File: src/rtl/id_stage.sv
// Instruction-decode stage: class-ISA decode into a registered bundle, with
// register scoreboard interlock, 2-bit branch predictor, flush and halt.
module id_stage #(
    parameter int unsigned DATA_W      = 32,
    parameter int unsigned BHT_ENTRIES = 16
) (
    input  logic              clk,
    input  logic              rst,
    input  logic              in_valid,
    output logic              in_ready,
    input  logic [31:0]       in_instr,
    input  logic [31:0]       in_pc,
    output logic              out_valid,
    input  logic              out_ready,
    output logic [1:0]        out_first_ld,
    output logic              out_special,
    output logic [3:0]        out_second_ld,
    output logic [2:0]        out_alu_oc,
    output logic [3:0]        out_cond,
    output logic [2:0]        out_dest,
    output logic [2:0]        out_op1,
    output logic [2:0]        out_op2,
    output logic [DATA_W-1:0] out_imm,
    output logic              out_reg_write,
    output logic              out_mem_read,
    output logic              out_mem_write,
    output logic              out_branch,
    output logic              out_illegal,
    output logic              out_pred_taken,
    output logic [31:0]       out_pc,
    output logic              halted,
    input  logic              wb_valid,
    input  logic [2:0]        wb_addr,
    input  logic              upd_valid,
    input  logic [31:0]       upd_pc,
    input  logic              upd_taken,
    input  logic              flush
);

    localparam int unsigned IDX_W = $clog2(BHT_ENTRIES);
    localparam int unsigned NREG  = 8;

    logic [1:0]        bht [BHT_ENTRIES];
    logic [NREG-1:0]   pending;
    logic [NREG-1:0]   pend_eff;
    logic [NREG-1:0]   pend_next;
    logic [IDX_W-1:0]  lk_idx;
    logic [IDX_W-1:0]  up_idx;

    logic [4:0]        key;
    logic              alu10;
    logic [2:0]        d_dest, d_op1, d_op2;
    logic              d_use1, d_use2;
    logic              d_rw, d_mr, d_mw, d_br, d_ill, d_pred, d_halt;
    logic [3:0]        d_cond;
    logic [DATA_W-1:0] d_imm;
    logic [DATA_W-1:0] imm_z, imm_s;
    logic              hazard;
    logic              accept;

    logic unused_upd_pc;
    assign unused_upd_pc = ^{upd_pc[31:IDX_W+2], upd_pc[1:0]};

    assign lk_idx = in_pc[IDX_W+1:2];
    assign up_idx = upd_pc[IDX_W+1:2];
    assign key    = in_instr[29:25];
    assign imm_z  = DATA_W'(in_instr[15:0]);
    assign imm_s  = DATA_W'($signed(in_instr[15:0]));

    // The ten flag/no-flag ALU codes shared by classes 00 and 01
    always_comb begin
        alu10 = 1'b0;
        case (key)
            5'b10001, 5'b10010, 5'b10011, 5'b10100, 5'b10101,
            5'b11001, 5'b11010, 5'b11011, 5'b11100, 5'b11101: alu10 = 1'b1;
            default: alu10 = 1'b0;
        endcase
    end

    // Combinational decode of the instruction currently offered by fetch
    always_comb begin
        d_dest = '0; d_op1 = '0; d_op2 = '0;
        d_use1 = 1'b0; d_use2 = 1'b0;
        d_rw = 1'b0; d_mr = 1'b0; d_mw = 1'b0; d_br = 1'b0;
        d_ill = 1'b0; d_pred = 1'b0; d_halt = 1'b0;
        d_cond = '0; d_imm = '0;
        case (in_instr[31:30])
            2'b00: begin
                d_imm = imm_z;
                if (key == 5'b00000 || key == 5'b00001) begin
                    d_rw = 1'b1;
                end else if (alu10 || key == 5'b00100 || key == 5'b00101 ||
                             key == 5'b00010 || key == 5'b00011) begin
                    d_rw = 1'b1; d_use1 = 1'b1;
                end else begin
                    d_ill = 1'b1;
                end
            end
            2'b01: begin
                if (alu10) begin
                    d_rw = 1'b1; d_use1 = 1'b1; d_use2 = 1'b1;
                end else if (key == 5'b10110) begin
                    d_rw = 1'b1; d_use1 = 1'b1;
                end else begin
                    d_ill = 1'b1;
                end
            end
            2'b10: begin
                d_imm = imm_s;
                if (in_instr[25]) begin
                    d_mw = 1'b1; d_use1 = 1'b1; d_use2 = 1'b1;
                    d_op1 = in_instr[24:22];
                    d_op2 = in_instr[21:19];
                end else begin
                    d_mr = 1'b1; d_rw = 1'b1; d_use1 = 1'b1;
                end
            end
            default: begin
                case (in_instr[28:25])
                    4'b0000: begin
                        d_br = 1'b1; d_pred = 1'b1; d_imm = imm_s;
                    end
                    4'b0001: begin
                        d_br = 1'b1; d_pred = bht[lk_idx][1]; d_imm = imm_s;
                        d_cond = in_instr[24:21];
                    end
                    4'b0010: begin
                        d_br = 1'b1; d_pred = 1'b1; d_imm = imm_s; d_use1 = 1'b1;
                    end
                    default: d_halt = !in_instr[27] && in_instr[28];
                endcase
            end
        endcase
        if (!d_mw) begin
            if (d_rw)   d_dest = in_instr[24:22];
            if (d_use1) d_op1  = in_instr[21:19];
            if (d_use2) d_op2  = in_instr[18:16];
        end
    end

    // Scoreboard: a write-back this cycle releases its register immediately
    always_comb begin
        pend_eff = pending;
        if (wb_valid) pend_eff[wb_addr] = 1'b0;
        hazard = (d_use1 && pend_eff[d_op1]) ||
                 (d_use2 && pend_eff[d_op2]) ||
                 (d_rw   && pend_eff[d_dest]);
        in_ready = !rst && !halted && !flush && !hazard && (!out_valid || out_ready);
        accept   = in_valid && in_ready;
        pend_next = pend_eff;
        if (flush && out_valid && out_reg_write) pend_next[out_dest] = 1'b0;
        if (accept && d_rw) pend_next[d_dest] = 1'b1;
    end

    always_ff @(posedge clk or posedge rst) begin
        if (rst) pending <= '0;
        else     pending <= pend_next;
    end

    // Saturating 2-bit direction counters
    always_ff @(posedge clk or posedge rst) begin
        if (rst) begin
            for (int i = 0; i < int'(BHT_ENTRIES); i++) bht[i] <= 2'b01;
        end else if (upd_valid) begin
            if (upd_taken && bht[up_idx] != 2'b11)
                bht[up_idx] <= bht[up_idx] + 2'd1;
            else if (!upd_taken && bht[up_idx] != 2'b00)
                bht[up_idx] <= bht[up_idx] - 2'd1;
        end
    end

    // Output bundle register; flush beats accept, held while stalled downstream
    always_ff @(posedge clk or posedge rst) begin
        if (rst) begin
            out_valid      <= 1'b0;
            out_first_ld   <= '0;
            out_special    <= 1'b0;
            out_second_ld  <= '0;
            out_alu_oc     <= '0;
            out_cond       <= '0;
            out_dest       <= '0;
            out_op1        <= '0;
            out_op2        <= '0;
            out_imm        <= '0;
            out_reg_write  <= 1'b0;
            out_mem_read   <= 1'b0;
            out_mem_write  <= 1'b0;
            out_branch     <= 1'b0;
            out_illegal    <= 1'b0;
            out_pred_taken <= 1'b0;
            out_pc         <= '0;
            halted         <= 1'b0;
        end else begin
            if (flush) begin
                out_valid <= 1'b0;
            end else if (accept) begin
                out_valid      <= 1'b1;
                out_first_ld   <= in_instr[31:30];
                out_special    <= in_instr[29];
                out_second_ld  <= in_instr[28:25];
                out_alu_oc     <= in_instr[27:25];
                out_cond       <= d_cond;
                out_dest       <= d_dest;
                out_op1        <= d_op1;
                out_op2        <= d_op2;
                out_imm        <= d_imm;
                out_reg_write  <= d_rw;
                out_mem_read   <= d_mr;
                out_mem_write  <= d_mw;
                out_branch     <= d_br;
                out_illegal    <= d_ill;
                out_pred_taken <= d_pred;
                out_pc         <= in_pc;
            end else if (out_ready) begin
                out_valid <= 1'b0;
            end
            if (accept && d_halt) halted <= 1'b1;
        end
    end

endmodule

File: config.mk
export PLATFORM = sky130hd
export DESIGN_NAME = id_stage
export DESIGN_NICKNAME = d
export VERILOG_FILES = /design/src/rtl/id_stage.sv
export SDC_FILE = /design/constraint.sdc
export NUM_CORES = 1
export LEC_CHECK = 0
export ABC_AREA = 0
export ABC_CLOCK_PERIOD_IN_PS = 3700
export BUFFER_PORTS_ARGS = -buffer_cell sky130_fd_sc_hd__buf_2
export CORE_ASPECT_RATIO = 0.7
export CORE_MARGIN = 5
export CORE_UTILIZATION = 38
export DETAILED_ROUTE_END_ITERATION = 12
export GPL_TIMING_DRIVEN = 0
export PLACE_DENSITY_LB_ADDON = 0.12
export SLEW_MARGIN = 20
export SYNTH_ARGS = -nofsm -noshare
export SYNTH_HDL_FRONTEND = slang
export SYNTH_SLANG_ARGS = --single-unit
File: constraint.sdc
create_clock -name clk -period 3.7 [get_ports clk]
set_input_delay 0.555 -clock clk [delete_from_list [all_inputs] [get_ports clk]]
set_output_delay 0.555 -clock clk [all_outputs]
set_load 0.02 [all_outputs]
==> impl_table.tex <==
\begin{tabular}{lr}
\hline
Metric & Value \\
\hline
\multicolumn{2}{l}{\textbf{Clock network}} \\
\quad Number of buffers added by the clock tree synthesis step & 17 \\
\quad Root cell of the clock tree & sky130\_fd\_sc\_hd\_\_clkbuf\_16 \\
\quad CTS tree & yes \\
\quad Worst-path clk slew & 0.06 ns \\
\quad Number of levels in the clock H-tree & 4 \\
\quad Clock Latency Late Sink & 0.42 ns \\
\quad Number of sinks on the clock net & 117 \\
\quad Clk buf depth & 2 \\
\multicolumn{2}{l}{\textbf{Setup path}} \\
\quad Cell-by-cell trace of the critical path & buf\_2 > inv\_1 > ha\_2 > and2\_0 > clkbuf\_2 > or4\_1 > a21boi\_1 > o32ai\_2 > a211oi\_2 > a211oi\_4 > and2\_1 > buf\_2 \\
\quad Data required time at the worst endpoint & 3.14 ns \\
\quad Type of element capturing the critical path & output pin \\
\quad Most numerous cell on the critical path & sky130\_fd\_sc\_hd\_\_buf\_2 \\
\quad WP data arrival & approximately 3.0 ns \\
\quad Worst Path Class, Setup & in2out \\
\quad Launching element of the worst setup path & in\_instr[30] \\
\quad CP Launch Type & primary input \\
\quad Largest stage delay on the critical path & 0.61 ns \\
\quad Crit Path Max Fanout & 8 \\
\quad CP max stage cell & sky130\_fd\_sc\_hd\_\_or4\_1 \\
\multicolumn{2}{l}{\textbf{Flow run}} \\
\quad Maximum capacitance violations & 0 \\
\multicolumn{2}{l}{\textbf{Timing}} \\
\quad Slew at the pin with the worst max-slew slack & 0.857 ns \\
\quad Endpoints failing hold & 0 \\
\quad Highest Clock Rate & 0.282 GHz \\
\quad Clock tree skew after final layout & 0.00905 ns \\
\quad Worst hold margin & between 0.2 and 0.25 ns \\
\quad Worst-case headroom to the max-slew limit & 42.4\% \\
\quad Setup violators final & 0 \\
\quad Post-route minimum period & 3.54 ns \\
\quad Final cycle utilization of the critical path & 95.7\% \\
\quad Summed negative setup slack over all endpoints & 0 ns \\
\quad Count of pins over their slew limit & 0 \\
\multicolumn{2}{l}{\textbf{Placed design}} \\
\quad Routability cong. & 0.952 \\
\quad HPWL reported at the end of detailed placement & 13400 um \\
\quad Placed cell areas & around 0.0072 mm\^{}2 \\
\quad Number of port buffers & roughly 170 \\
\multicolumn{2}{l}{\textbf{Die}} \\
\quad Die Ht & 116 um \\
\quad I/O pins & 203 \\
\quad Number of standard-cell rows in the floorplan & 38 \\
\quad Core Region & 0.0156 mm\^{}2 \\
\quad Horiz. Die Dim & 161 um \\
\quad Initial cell density of the core & about 39\% \\
\quad Die footprint & 0.0187 mm\^{}2 \\
\multicolumn{2}{l}{\textbf{GRT}} \\
\quad Grt ovf & 0 \\
\quad Overall global routing resource usage & 19.3\% \\
\quad Vias in the first global route & 5062 \\
\quad Maximum number of pins on one net before global-route repair & 63 \\
\quad Initial antenna violation count & 1 \\
\quad Wire length of the first global-routing pass & 28100 um \\
\multicolumn{2}{l}{\textbf{Detailed routing}} \\
\quad Total number of vias & 4948 \\
\quad Detailed Route Iter0 Violations & 304 \\
\quad Antenna Violating Nets Remaining & 0 \\
\quad Via density per instance & 5.24 \\
\quad Drt drc & 0 \\
\quad Total wirelength of the detailed-routed design & between 15000 and 20000 um \\
\quad Wire length per cell after detailed routing & 18.7 um \\
\quad First-pass DRT Iterations & 8 \\
\multicolumn{2}{l}{\textbf{Final layout}} \\
\quad Number of nets in the layout & 843 \\
\quad Share of layout cells above drive strength 1 & 45.9\% \\
\quad Finished layout cell area & around 0.0079 mm\^{}2 \\
\quad Final Core Density & 50.6\% \\
\quad Area added between synthesis and finish & 29.8\% \\
\multicolumn{2}{l}{\textbf{Yosys}} \\
\quad Largest cells by area after synthesis & sky130\_fd\_sc\_hd\_\_dfrtp\_1 41\%, sky130\_fd\_sc\_hd\_\_mux2\_2 9.4\%, sky130\_fd\_sc\_hd\_\_dfstp\_2 6.9\%, sky130\_fd\_sc\_hd\_\_mux4\_2 5.5\%, sky130\_fd\_sc\_hd\_\_mux2i\_1 4.3\% \\
\quad Largest area contributor in the netlist & sky130\_fd\_sc\_hd\_\_dfrtp\_1 \\
\quad Number of flops mapped to enable cells by yosys & 0 \\
\quad Net count of the mapped netlist & 653 \\
\quad Synth Instances & 540 \\
\quad Cell area after synthesis & 0.00610 mm\^{}2 \\
\quad Share of Yosys cell area claimed by the top area cell type & about two fifths \\
\quad \#FFs+latches synth & 117 \\
\quad Netlist cell types & 62 \\
\quad Share of the yosys chip area belonging to registers & 48.3\% \\
\quad Count of synthesis-stage warnings from yosys & 0 \\
\quad Most instantiated library cell after synthesis & sky130\_fd\_sc\_hd\_\_dfrtp\_1 \\
\quad Async SR Flop Fraction & 100\% \\
\quad Leading post-synthesis cells by instance count & 101 x sky130\_fd\_sc\_hd\_\_dfrtp\_1, 51 x sky130\_fd\_sc\_hd\_\_mux2\_2, 51 x sky130\_fd\_sc\_hd\_\_nand2\_1 \\
\quad Synthesized area divided by synthesized cell count & 11.3 um\^{}2 \\
\quad Dominant register cell in the synthesized netlist & sky130\_fd\_sc\_hd\_\_dfrtp\_1 \\
\multicolumn{2}{l}{\textbf{Min path}} \\
\quad Path category of the worst min-delay check & in2async \\
\multicolumn{2}{l}{\textbf{Outcome}} \\
\quad Status & complete, no violations \\
\multicolumn{2}{l}{\textbf{Power and ir drop}} \\
\quad Pwr per Cell Area & 654 mW/mm\^{}2 \\
\quad Worst vdd ir & 0.344 mV \\
\quad Leakage power summed over all cells & 0.00386 uW \\
\hline
\end{tabular}
cells by family (layout without fill, tap and decap cells):
group | Yosys count | after routing | share of synthesized area [%]
AOI/OAI and AO/OA | 86 | 86 | 9.70
DFF | 117 | 117 | 48.3
muxes | 109 | 109 | 22.4
xor gates and xnor gates | 1 | 1 | 0.144
other | 0 | 1 | 0
and+or+nand+nor | 145 | 145 | 11.5
buffers and inverters | 76 | 279 | 6.69
adders and majority gates | 6 | 6 | 1.23
worst max-delay path: cells and delay by family:
family,cells,cell delay (ns)
and+or+nand+nor,3,0.96
AOI/OAI and AO/OA,4,0.70
buffers and inverters,4,0.51
adders and majority gates,1,0.25
worst paths after layout:
path | cells after the start | to | slack [ns]
max in group asynchronous | 3 | async pin | 2.75
min in group clk | 2 | out_pc[26]$_DFFE_PP0P_ | 0.36
worst max register to register | 12 | bht[7]$_DFFE_PP0P_ | 0.30
worst max-delay path | 12 | in_ready | 0.16
worst min-delay path | 2 | out_imm[11]$_DFFE_PP0P_ | 0.20
worst min register to register | 2 | register | 0.48
layout make-up:
type                       count  area, um^2
buffer                        42         289
timing repair buffer         171         883
tap                          200         250
clock inverter                14         153
fill                        1431        7730
multi-input combinational    347        2830
inverter                      34         133
sequential                   117        2950
antenna                        1        2.50
clock buffer                  18         429
through the flow:
step                total power [uW]  cells  setup WS (ns)
detailed placement              3570    909         -0.673
finish                          5180    944          0.159
global route                    5470    944        -0.0230
floorplan                       2980    540         0.0186
CTS                             5220    941        0.00704
global placement                3510    908          -1.34
where the power goes:
part | switching (uW) | total, uW | internal [uW]
Combinational | 913 | 1600 | 691
Sequential | 237 | 1950 | 1720
Clock | 624 | 1620 | 997
repair_timing:
| action | in CTS | in global routing |
|---|---|---|
| hold buffers | 0 | 0 |
| resized for setup | 9 | 19 |
| endpoints found under the setup margin | 18 | 30 |
| cloned | 0 | 0 |
| pin swaps | 0 | 4 |
| buffers inserted | 0 | 2 |
layout by cell type, fill, tap and decap left out, types with 6 or more instances in the layout:
cell type and count:
sky130_fd_sc_hd__mux4_2 15, sky130_fd_sc_hd__nand4_1 6, sky130_fd_sc_hd__mux2i_1 26, sky130_fd_sc_hd__a21oi_1 18
sky130_fd_sc_hd__nand2_1 51, sky130_fd_sc_hd__clkbuf_1 10, sky130_fd_sc_hd__nor2_1 28, sky130_fd_sc_hd__buf_2 172
sky130_fd_sc_hd__buf_4 22, sky130_fd_sc_hd__nor3_1 8, sky130_fd_sc_hd__o21ai_0 18, sky130_fd_sc_hd__mux2_2 51
sky130_fd_sc_hd__inv_1 32, sky130_fd_sc_hd__dfrtp_1 101, sky130_fd_sc_hd__nand2b_1 13, sky130_fd_sc_hd__dfstp_2 16
sky130_fd_sc_hd__buf_6 6, sky130_fd_sc_hd__mux2_1 17, sky130_fd_sc_hd__clkbuf_16 17, sky130_fd_sc_hd__a31oi_1 7
per-layer routing:
metal | global-route usage (%) | vias to the layer above | wire length (um)
met4 | 5.80 | 0 | 239
met3 | 8.46 | 20 | 1960
met5 | 0 | - | 0
met2 | 26.9 | 257 | 7230
li1 | - | 2296 | -
met1 | 27.1 | 2375 | 8170
No activity file was read; power rests on OpenSTA's default activity.
